**config.mk**
```make
export PLATFORM = sky130hd
export DESIGN_NAME = cardinal_input_port
export DESIGN_NICKNAME = d
export VERILOG_FILES = /design/src/rtl/cardinal_input_port.sv
export SDC_FILE = /design/constraint.sdc
export NUM_CORES = 1
export LEC_CHECK = 0
export ABC_AREA = 1
export ABC_CLOCK_PERIOD_IN_PS = 6000
export CAP_MARGIN = 20
export CORE_ASPECT_RATIO = 0.7
export CORE_MARGIN = 8
export CORE_UTILIZATION = 24
export CTS_CLUSTER_SIZE = 8
export DETAILED_ROUTE_END_ITERATION = 7
export PLACE_DENSITY = 0.49
export SYNTH_ARGS = -nofsm -noshare
export SYNTH_HDL_FRONTEND = slang
export SYNTH_SLANG_ARGS = --single-unit
```
**constraint.sdc**
```tcl
create_clock -name clk -period 6 [get_ports clk]
set_clock_uncertainty 0.15 [all_clocks]
set_input_delay 0.6 -clock clk [delete_from_list [all_inputs] [get_ports clk]]
set_output_delay 0.6 -clock clk [all_outputs]
set_load 0.05 [all_outputs]
```
**src/rtl/cardinal_input_port.sv**
```systemverilog
// Router input channel: two 1-deep virtual-channel buffers, polarity-selected
// write/read roles, and a hop-decrementing forward path to the output arbiters.
module cardinal_input_port #(
    parameter int PACKET_SIZE = 64
) (
    input  logic                   clk,
    input  logic                   reset,
    input  logic                   polarity,
    input  logic                   up_si,
    output logic                   up_ri,
    input  logic [0:PACKET_SIZE-1] up_di,
    output logic                   ring_req,
    output logic                   ring_dir,
    output logic                   pe_req,
    input  logic                   ring_gnt,
    input  logic                   pe_gnt,
    output logic [0:PACKET_SIZE-1] fwd_do,
    output logic [0:1]             vc_full
);

    logic [0:PACKET_SIZE-1] vcBuf0_q, vcBuf1_q;
    logic [0:PACKET_SIZE-1] vcBuf0_d, vcBuf1_d;
    logic                   vcFull0_q, vcFull1_q;
    logic                   vcFull0_d, vcFull1_d;

    logic                   extVc;
    logic                   extFull;
    logic                   intFull;
    logic [0:PACKET_SIZE-1] intBuf;
    logic [0:7]             hop;
    logic                   wrEn;
    logic                   grantTaken;

    // Polarity=1 makes VC0 the receiving buffer and VC1 the forwarding one.
    assign extVc   = ~polarity;
    assign extFull = polarity ? vcFull0_q : vcFull1_q;
    assign intFull = polarity ? vcFull1_q : vcFull0_q;
    assign intBuf  = polarity ? vcBuf1_q  : vcBuf0_q;
    assign hop     = intBuf[8:15];

    assign up_ri      = ~extFull;
    assign wrEn       = up_si & up_ri & (up_di[0] == extVc);
    assign ring_req   = intFull & (hop != 8'd0);
    assign pe_req     = intFull & (hop == 8'd0);
    assign ring_dir   = intFull & intBuf[1];
    assign grantTaken = (ring_req & ring_gnt) | (pe_req & pe_gnt);
    assign vc_full    = {vcFull0_q, vcFull1_q};

    always_comb begin
        fwd_do = '0;
        if (intFull) begin
            fwd_do = intBuf;
            if (hop != 8'd0) begin
                fwd_do[8:15] = hop - 8'd1;
            end
        end
    end

    // Roles never coincide, so each buffer sees either a write or a release.
    always_comb begin
        vcBuf0_d  = vcBuf0_q;
        vcBuf1_d  = vcBuf1_q;
        vcFull0_d = vcFull0_q;
        vcFull1_d = vcFull1_q;
        if (polarity) begin
            if (wrEn) begin
                vcBuf0_d  = up_di;
                vcFull0_d = 1'b1;
            end
            if (grantTaken) begin
                vcFull1_d = 1'b0;
            end
        end else begin
            if (wrEn) begin
                vcBuf1_d  = up_di;
                vcFull1_d = 1'b1;
            end
            if (grantTaken) begin
                vcFull0_d = 1'b0;
            end
        end
    end

    always_ff @(posedge clk or posedge reset) begin
        if (reset) begin
            vcBuf0_q  <= '0;
            vcBuf1_q  <= '0;
            vcFull0_q <= 1'b0;
            vcFull1_q <= 1'b0;
        end else begin
            vcBuf0_q  <= vcBuf0_d;
            vcBuf1_q  <= vcBuf1_d;
            vcFull0_q <= vcFull0_d;
            vcFull1_q <= vcFull1_d;
        end
    end

endmodule

```
# Word-level counts from Yosys, hierarchy flattened
# Cells that the tools add are included.
[totals] inputBits=70 word_cells=35 output_inout_bits=70 reg_bits=130
[classes] n_addsub=1 n_mux=9 eq_ne=3 bitwise_logic=10 reduce_logical=8
[ops] operator="two-way mux 64 bit" n=2
[ops] operator="logical NOT 8 bit" n=1
[ops] operator="two-way mux 8 bit" n=1
[ops] operator="AND reduction 2 bit" n=4
[ops] operator="nonzero test 8 bit" n=1
[ops] operator="subtractor 8 x 1 -> 8 bit, second input constant" n=1
[ops] operator="bitwise AND 1 bit" n=7
[ops] operator="two-way mux 1 bit" n=6
[ops] operator="!= test 2 x 1 -> 1 bit, second input constant" n=2
[ops] operator="nonzero test 2 bit" n=2
[ops] operator="inverter 1 bit" n=2
[ops] operator="== test 1 bit" n=1
[ops] operator="bitwise OR 1 bit" n=1

# Longest topological paths before layout
# Gate-level depths: netlist of the first run.
[logic_depth] word_depth=7 ltp_mapped=14 depth_no_buf=12

# Least setup slack after synthesis of the first run
# No wires, ideal clock.
[synth_path] path_kind="input-to-output" startpoint="input port polarity" endpoint="output port fwd_do[14] (netlist name)" arrival_ns=2.676 stages=11 path_buffers=2 slack_ns=2.574 t_required_ns=5.250 cell_sequence="buf_6 -> buf_4 -> nand2_1 -> nand2_1 -> inv_1 -> ha_1 -> nand3_2 -> nor2_4 -> nand2_4 -> nand2_2 -> o21ai_0"
[synth_between] elab_chain_len=4 elab_cells_between_ends=6 cone_classes="add/sub (1); mux (4); reduce/logical (1)"
[synth_lines] item="start: declaration" line="8" rtl="input logic polarity,"
[synth_lines] item="two-way mux 64 bit" line="38" rtl="assign intBuf = polarity ? vcBuf1_q : vcBuf0_q;"
[synth_lines] item="subtractor 8 x 1 -> 8 bit / nonzero test 8 bit (equally long branches)" line="54, 53"
[synth_lines] item="two-way mux 8 bit" line="53" rtl="if (hop != 8'd0) begin"
[synth_lines] item="two-way mux 64 bit *" line="51" rtl="if (intFull) begin"
[synth_lines] item="end: declaration" line="17" rtl="output logic [0:PACKET_SIZE-1] fwd_do,"
# Mark *: on every way between the ends. The rest lies on a longest branch, timed or not.

# Worst setup path after layout of the first run
# Ends and elaborated chain as after synthesis.

==> impl_metrics.yaml, run 1 <==
cells_and_area:
  syn2layout_area_growth_pct: 34.3
  finalNetCount: 1064
  instances_no_fill: 1369
  drive_gt1_share_pct: 7.86
  stdcell_area_um2: 8780
  num_antenna_cells: 0
worst_setup_path:
  cp_slowest_stage_delay_ps: 850
  r2r-end: "vcBuf1_q[21]$_DFFE_PP0P_"
  cp_slowest_cell: "clkdlybuf4s50_1"
  cp_data_required_time_ps: 5250
  path_buf_inv: 4
  worstPathCellList: "buf_2 > buf_4 > nand2_1 > nand2_1 > inv_1 > ha_1 > nand3_2 > nor2_4 > nand2_4 > nand2_2 > o21ai_0 > clkdlybuf4s50_1"
  cp-end-kind: "output port"
  critPathTopFamily: "buffers and inverters"
  reg2reg_depth: 9
  path_class: "in -> out"
  cpMostUsedCell: "nand2_1"
  cp_max_fo: 43
  r2r_slack_ps: 3460
  critPathArrivalTime_ps: 3820
  crit_path_start_kind: "primary input"
  r2r-start: "vcFull0_q$_DFFE_PP0P_"
  critPathLaunch: "polarity"
worst_hold_path:
  min_to: "vcBuf1_q[0]$_DFFE_PP0P_"
  holdPathStages: 1
  worstHoldPathType: "reg -> reg"
  worstHoldStart: "vcBuf1_q[0]$_DFFE_PP0P_"
power_and_ir_drop:
  p_clk_share_pct: 24.9
  seqPwrFrac_pct: 32.5
  p_leak_uw: 0.00470
  switching_share_pct: 41.7
  ir_drop_mv: 0.255
  power_uw: 4550
  power.density_nw_per_um2: 519
  p_int_uw: 2650
  power.switching_uw: 1900
  p_comb_share_pct: 42.6
synth:
  yosysUniqueCellTypes: 25
  ys_async_sr_fraction_pct: 100
  postSynthAreaPerCell_um2: 7.44
  synth_area_um2: 6530
  synth-seq-cells: 130
  yosysWarnings: 0
  synth_commonest_cells: "nand2_1 (399), inv_1 (134), dfrtp_1 (130), o21ai_0 (68), o21ai_1 (34)"
  synth_area_leaders: "dfrtp_1 (50%), nand2_1 (23%), inv_1 (7.7%), o21ai_0 (5.2%), o21ai_2 (2.9%)"
  yosysSeqAreaShare_pct: 49.8
  synth_edf_count: 0
  synth.most_common_cell: "nand2_1"
  syn_nets: 949
  synth-main-ff-cell: "dfrtp_1"
  netlist.area_leader.share_pct: 49.8
  syn_inst: 878
  synth.largest_area_cell: "dfrtp_1"
cts:
  cts_buffer_depth: 2
  post_cts_resized: 0
  cts_setup_buffers: 0
  cts.sinks: 130
  cts_tree: "done"
  htreeDepth: 4
  ctsHoldBuffers: 0
  clk_latency_ps: 410
  clk_pin_slew_ps: 60
  cts_inserted_buffers: 17
  cts_root_buf: "clkbuf_16"
global_routing:
  grt_max_degree: 93
  antenna_found_initial: 1
  grt_first_pass_wirelength_mm: 30.0
  grt_pass1_vias: 5565
  overflow: 0
  gr-usage-all-layers_pct: 11.4
floorplan:
  coreArea_um2: 26800
  dieWidth_um: 213
  io_pins: 140
  die_height_um: 154
  start_util_pct: 24.4
  dieArea_um2: 32800
  row_count: 50
timing:
  post-route-period-util_pct: 76.1
  rsz0062_at_grt: "no"
  slew_headroom_pct: 30.7
  fin_crit_ps: 4570
  hold_viol_final: 0
  setup_viol_count_final: 0
  max_slew.worst_pin.slew_ps: 1040
  max_clock_freq_mhz: 219
  holdWs_ps: 326
  slew_violations: 0
  setup_tns_ps: 0
flow_run:
  drv_cap: 0
status:
  outcome: "finished, final reports clean"
route:
  drt_iter0_drc: 321
  drtAntennaViolNets: 0
  drt-pass1-iter-count: 5
  drc_errors: 0
  vias: 5492
  drt-total-wl_mm: 18.3
  via_per_inst: 4.01
  wl_per_cell_um: 13.3
placement:
  dp_cells: 1338
  placed_area_um2: 8140
  io_buffers: 139
  hpwlAfterDp_mm: 12.3
  gp_congestion: 0.779
-- per-layer routing --
metal | routed length, µm | global-route usage [%] | part of all wire [%]
met5 | 13 | 0 | 0.071
met4 | 72 | 2.54 | 0.39
met3 | 1110 | 3.66 | 6.1
met2 | 7530 | 16.7 | 41
met1 | 9540 | 16.1 | 52
-- cell families (layout without fill, tap and decap cells) --
family                   after synthesis  after routing  share of synthesized area (%)
AO/OA/AOI/OAI                        132            132                           11.5
XOR/XNOR                               1              1                          0.134
adder cells (fa/ha/maj)                1              1                          0.192
buffers and inverters                187            314                           12.7
flip-flops                           130            130                           49.8
AND/OR/NAND/NOR                      427            427                           25.7
-- state kept, by name, indices dropped and copies added, names as in the netlist --
register	flops
vcBuf1_q	64
vcFull1_q	1
vcFull0_q	1
vcBuf0_q	64
-- metrics by stage --
stage | util, % | setup slack [ps]
global placement | 30.4 | 1410
floorplan | - | 1780
detailed placement | 30.4 | 1390
finish | 32.8 | 1430
global route | 32.8 | 1150
CTS | 32.8 | 1390
-- final cells by class --
cell class,instances,area [µm²]
Tap cell,364,455
Fill cell,2933,18000
Clock inverter,13,200
Inverter,137,522
Timing Repair Buffer,146,1440
Multi-Input combinational cell,561,2470
Sequential cell,130,3250
Clock buffer,18,439
-- power groups by stage --
stage               combinational [µW]  sequential (µW)  clock, µW
global placement                  1960             1490          0
detailed placement                1970             1490          0
floorplan                         1420             1440          0
global route                      2150             1530       1210
CTS                               1970             1480       1170
finish                            1940             1480       1130
-- cells in the final DEF, fill, tap and decap left out, types with 2 or more instances in the layout --
cell             synthesis  routed
inv_6                    0       5
nand3_1                  5       5
nor2_4                   3       3
a21oi_1                  7       7
clkdlybuf4s50_1          0     138
inv_2                    3       2
bufinv_16                0       4
nor2_1                   6       6
clkinv_4                 0       3
o21ai_1                 34      34
dfrtp_1                130     130
nand4_1                  2       2
nor3_1                   2       2
o21ai_2                 22      21
o21ai_0                 68      68
buf_4                    7       7
nand2_2                  5       5
nand2_1                399     399
inv_1                  134     133
clkbuf_16                0      17
o21ai_4                  1       2
-- worst reg2reg max path, stage by stage (launching register included) --
cell	delay, ps
dfrtp_1	410
inv_1	120
nand2_1	100
o21ai_4	170
nand2_2	110
nor2_4	340
inv_4	280
buf_4	470
nand2_1	210
o21ai_2	60
-- how the worst max path moves through the flow --
stage | endpoint | slack [ps] | cells past startpoint
floorplan | vcBuf0_q[0]$_DFFE_PP0P_ | 1780 | 1
global placement | fwd_do[8] | 1410 | 14
detailed placement | fwd_do[8] | 1390 | 14
CTS | fwd_do[14] | 1390 | 12
global route | fwd_do[14] | 1150 | 12
finish | fwd_do[14] | 1430 | 12
Note: power is estimated with default switching activity, not from simulation.
==> run 2, diff against run 1 <==
--- a/config.mk
+++ b/config.mk
@@ -6,14 +6,14 @@
 export NUM_CORES = 1
 export LEC_CHECK = 0
 export ABC_AREA = 1
-export ABC_CLOCK_PERIOD_IN_PS = 6000
+export ABC_CLOCK_PERIOD_IN_PS = 4100
 export CAP_MARGIN = 20
 export CORE_ASPECT_RATIO = 0.7
 export CORE_MARGIN = 8
 export CORE_UTILIZATION = 24
 export CTS_CLUSTER_SIZE = 8
 export DETAILED_ROUTE_END_ITERATION = 7
-export PLACE_DENSITY = 0.49
+export PLACE_DENSITY = 0.5
 export SYNTH_ARGS = -nofsm -noshare
 export SYNTH_HDL_FRONTEND = slang
 export SYNTH_SLANG_ARGS = --single-unit
==> constraint.sdc (replaced) <==
create_clock -name clk -period 4.1 [get_ports clk]
set_clock_uncertainty 0.15 [all_clocks]
set_input_delay 0.41 -clock clk [delete_from_list [all_inputs] [get_ports clk]]
set_output_delay 0.41 -clock clk [all_outputs]
set_load 0.05 [all_outputs]
==> impl_metrics.yaml, run 2 (synthesis results as in run 1) <==
status:
  outcome: "finished, final reports clean"
worst_setup_path:
  cp_slowest_stage_delay_ps: 790
  path_class: "reg -> out"
  cp_slowest_cell: "clkdlybuf4s50_1"
  cpMostUsedCell: "inv_1"
  reg2reg_depth: 9
  critPathTopFamily: "buffers and inverters"
  critPathArrivalTime_ps: 2920
  r2r-end: "vcBuf1_q[43]$_DFFE_PP0P_"
  cp-end-kind: "output port"
  worstPathCellList: "inv_1 > o21ai_4 > buf_4 > nand2_1 > inv_1 > clkdlybuf4s50_1"
  r2r_slack_ps: 1700
  r2r-start: "vcFull0_q$_DFFE_PP0P_"
  path_buf_inv: 4
  crit_path_start_kind: "flip-flop"
  cp_data_required_time_ps: 3540
  cp_max_fo: 29
  critPathLaunch: "vcFull0_q$_DFFE_PP0P_"
global_routing:
  gr-usage-met2_pct: 16.5
  gr-usage-all-layers_pct: 11.3
  grt_max_degree: 78
  grt_use_met1_pct: 15.7
  antenna_found_initial: 0
  grt_first_pass_wirelength_mm: 29.6
  busiest_layer: "met2"
  grtUsageMet3_pct: 3.98
  overflow: 0
  grt_pass1_vias: 5577
route:
  drt-total-wl_mm: 18.0
  wl_per_cell_um: 13.1
  drtAntennaViolNets: 0
  vias: 5482
  drt-pass1-iter-count: 4
  via_per_inst: 4.00
  drt_iter0_drc: 298
  drc_errors: 0
timing:
  rsz0062_at_grt: "no"
  max_slew.worst_pin.slew_ps: 760
  slew_headroom_pct: 49.3
  hold_viol_final: 0
  fin_crit_ps: 3480
  max_clock_freq_mhz: 287
  slew_violations: 0
  fin_ws_ps: 616
  setup_tns_ps: 0
  post-route-period-util_pct: 85.0
  setup_viol_count_final: 0
floorplan:
  row_count: 50
  coreArea_um2: 26800
  io_pins: 140
  start_util_pct: 24.4
  die_height_um: 154
  dieWidth_um: 213
  dieArea_um2: 32800
cts:
  cts.sinks: 130
  cts_setup_buffers: 0
  cts_tree: "done"
  clk_pin_slew_ps: 60
  cts_buffer_depth: 2
  ctsHoldBuffers: 0
  post_cts_resized: 0
  cts_inserted_buffers: 17
  htreeDepth: 4
  cts_root_buf: "clkbuf_16"
  clk_latency_ps: 410
placement:
  dp_slack_ps: 733
  io_buffers: 139
  gp_congestion: 0.734
  placed_area_um2: 8280
  hpwlAfterDp_mm: 12.4
cells_and_area:
  num_antenna_cells: 0
  finalNetCount: 1066
  final_cell_mix: "nand2_1 (399), inv_1 (133), dfrtp_1 (130)"
  syn2layout_area_growth_pct: 35.4
  top_regs: "vcBuf0_q: 64 flops, vcBuf1_q: 64 flops"
  nFillCells: 2914
  final_common_cell: "nand2_1"
  stdcell_area_um2: 8840
  drive_gt1_share_pct: 9.13
power_and_ir_drop:
  power.density_nw_per_um2: 746
  ir_drop_mv: 0.529
  p_leak_uw: 0.00473
worst_hold_path:
  worstHoldStart: "vcBuf1_q[13]$_DFFE_PP0P_"
  min_to: "vcBuf1_q[13]$_DFFE_PP0P_"
  holdPathStages: 2
  worstHoldPathType: "reg -> reg"
flow_run:
  drv_cap: 0
==> run 2: report_power, final <==
part / total, µW / switching, µW / internal, µW
Combinational: 2970 / 1890 / 1080
Clock: 1470 / 609 / 858
Sequential: 2160 / 294 / 1860
==> run 2: worst max-delay path by stage <==
stage	to	slack (ps)	depth (start not counted)
final	fwd_do[22]	620	6
after global routing	fwd_do[28]	350	6
after CTS	fwd_do[26]	460	6
after detailed placement	vcBuf1_q[43]$_DFFE_PP0P_	730	10
after global placement	vcBuf1_q[23]$_DFFE_PP0P_	800	10
after floorplan	vcBuf0_q[0]$_DFFE_PP0P_	70	1
==> run 2: worst register-to-register path, stage by stage, from the launching register on <==
cell and delay, ps:
dfrtp_1 440, inv_1 140, nand2_1 100, o21ai_4 130, nand2_2 90, nor2_4 340, inv_4 370, buf_4 360
nand2_1 90, o21ai_0 80
==> run 2: through the flow <==
stage	power [µW]	hold WS, ps	std cells	util, %
after global placement	5150	307	1340	30.9
final	6600	325	1372	33.0
after CTS	6700	325	1372	33.0
after floorplan	4190	290	878	-
after global routing	7100	347	1372	33.0
after detailed placement	5180	309	1340	30.9
==> run 2: area by class of cell <==
class                           instances  area (µm²)  share of cell area, %
Clock inverter                         14         129                   1.46
Tap cell                              364         455                   5.15
Multi-Input combinational cell        561        2470                   27.9
Inverter                              137         522                   5.90
Timing Repair Buffer                  148        1580                   17.9
Clock buffer                           18         439                   4.97
Sequential cell                       130        3250                   36.8
==> run 2: routing by layer <==
| layer | wire [µm] | vias up |
|---|---|---|
| met5 | 0 | - |
| met4 | 124 | 0 |
| met3 | 1170 | 10 |
| met2 | 7470 | 113 |
| met1 | 9260 | 2497 |
| li1 | - | 2862 |
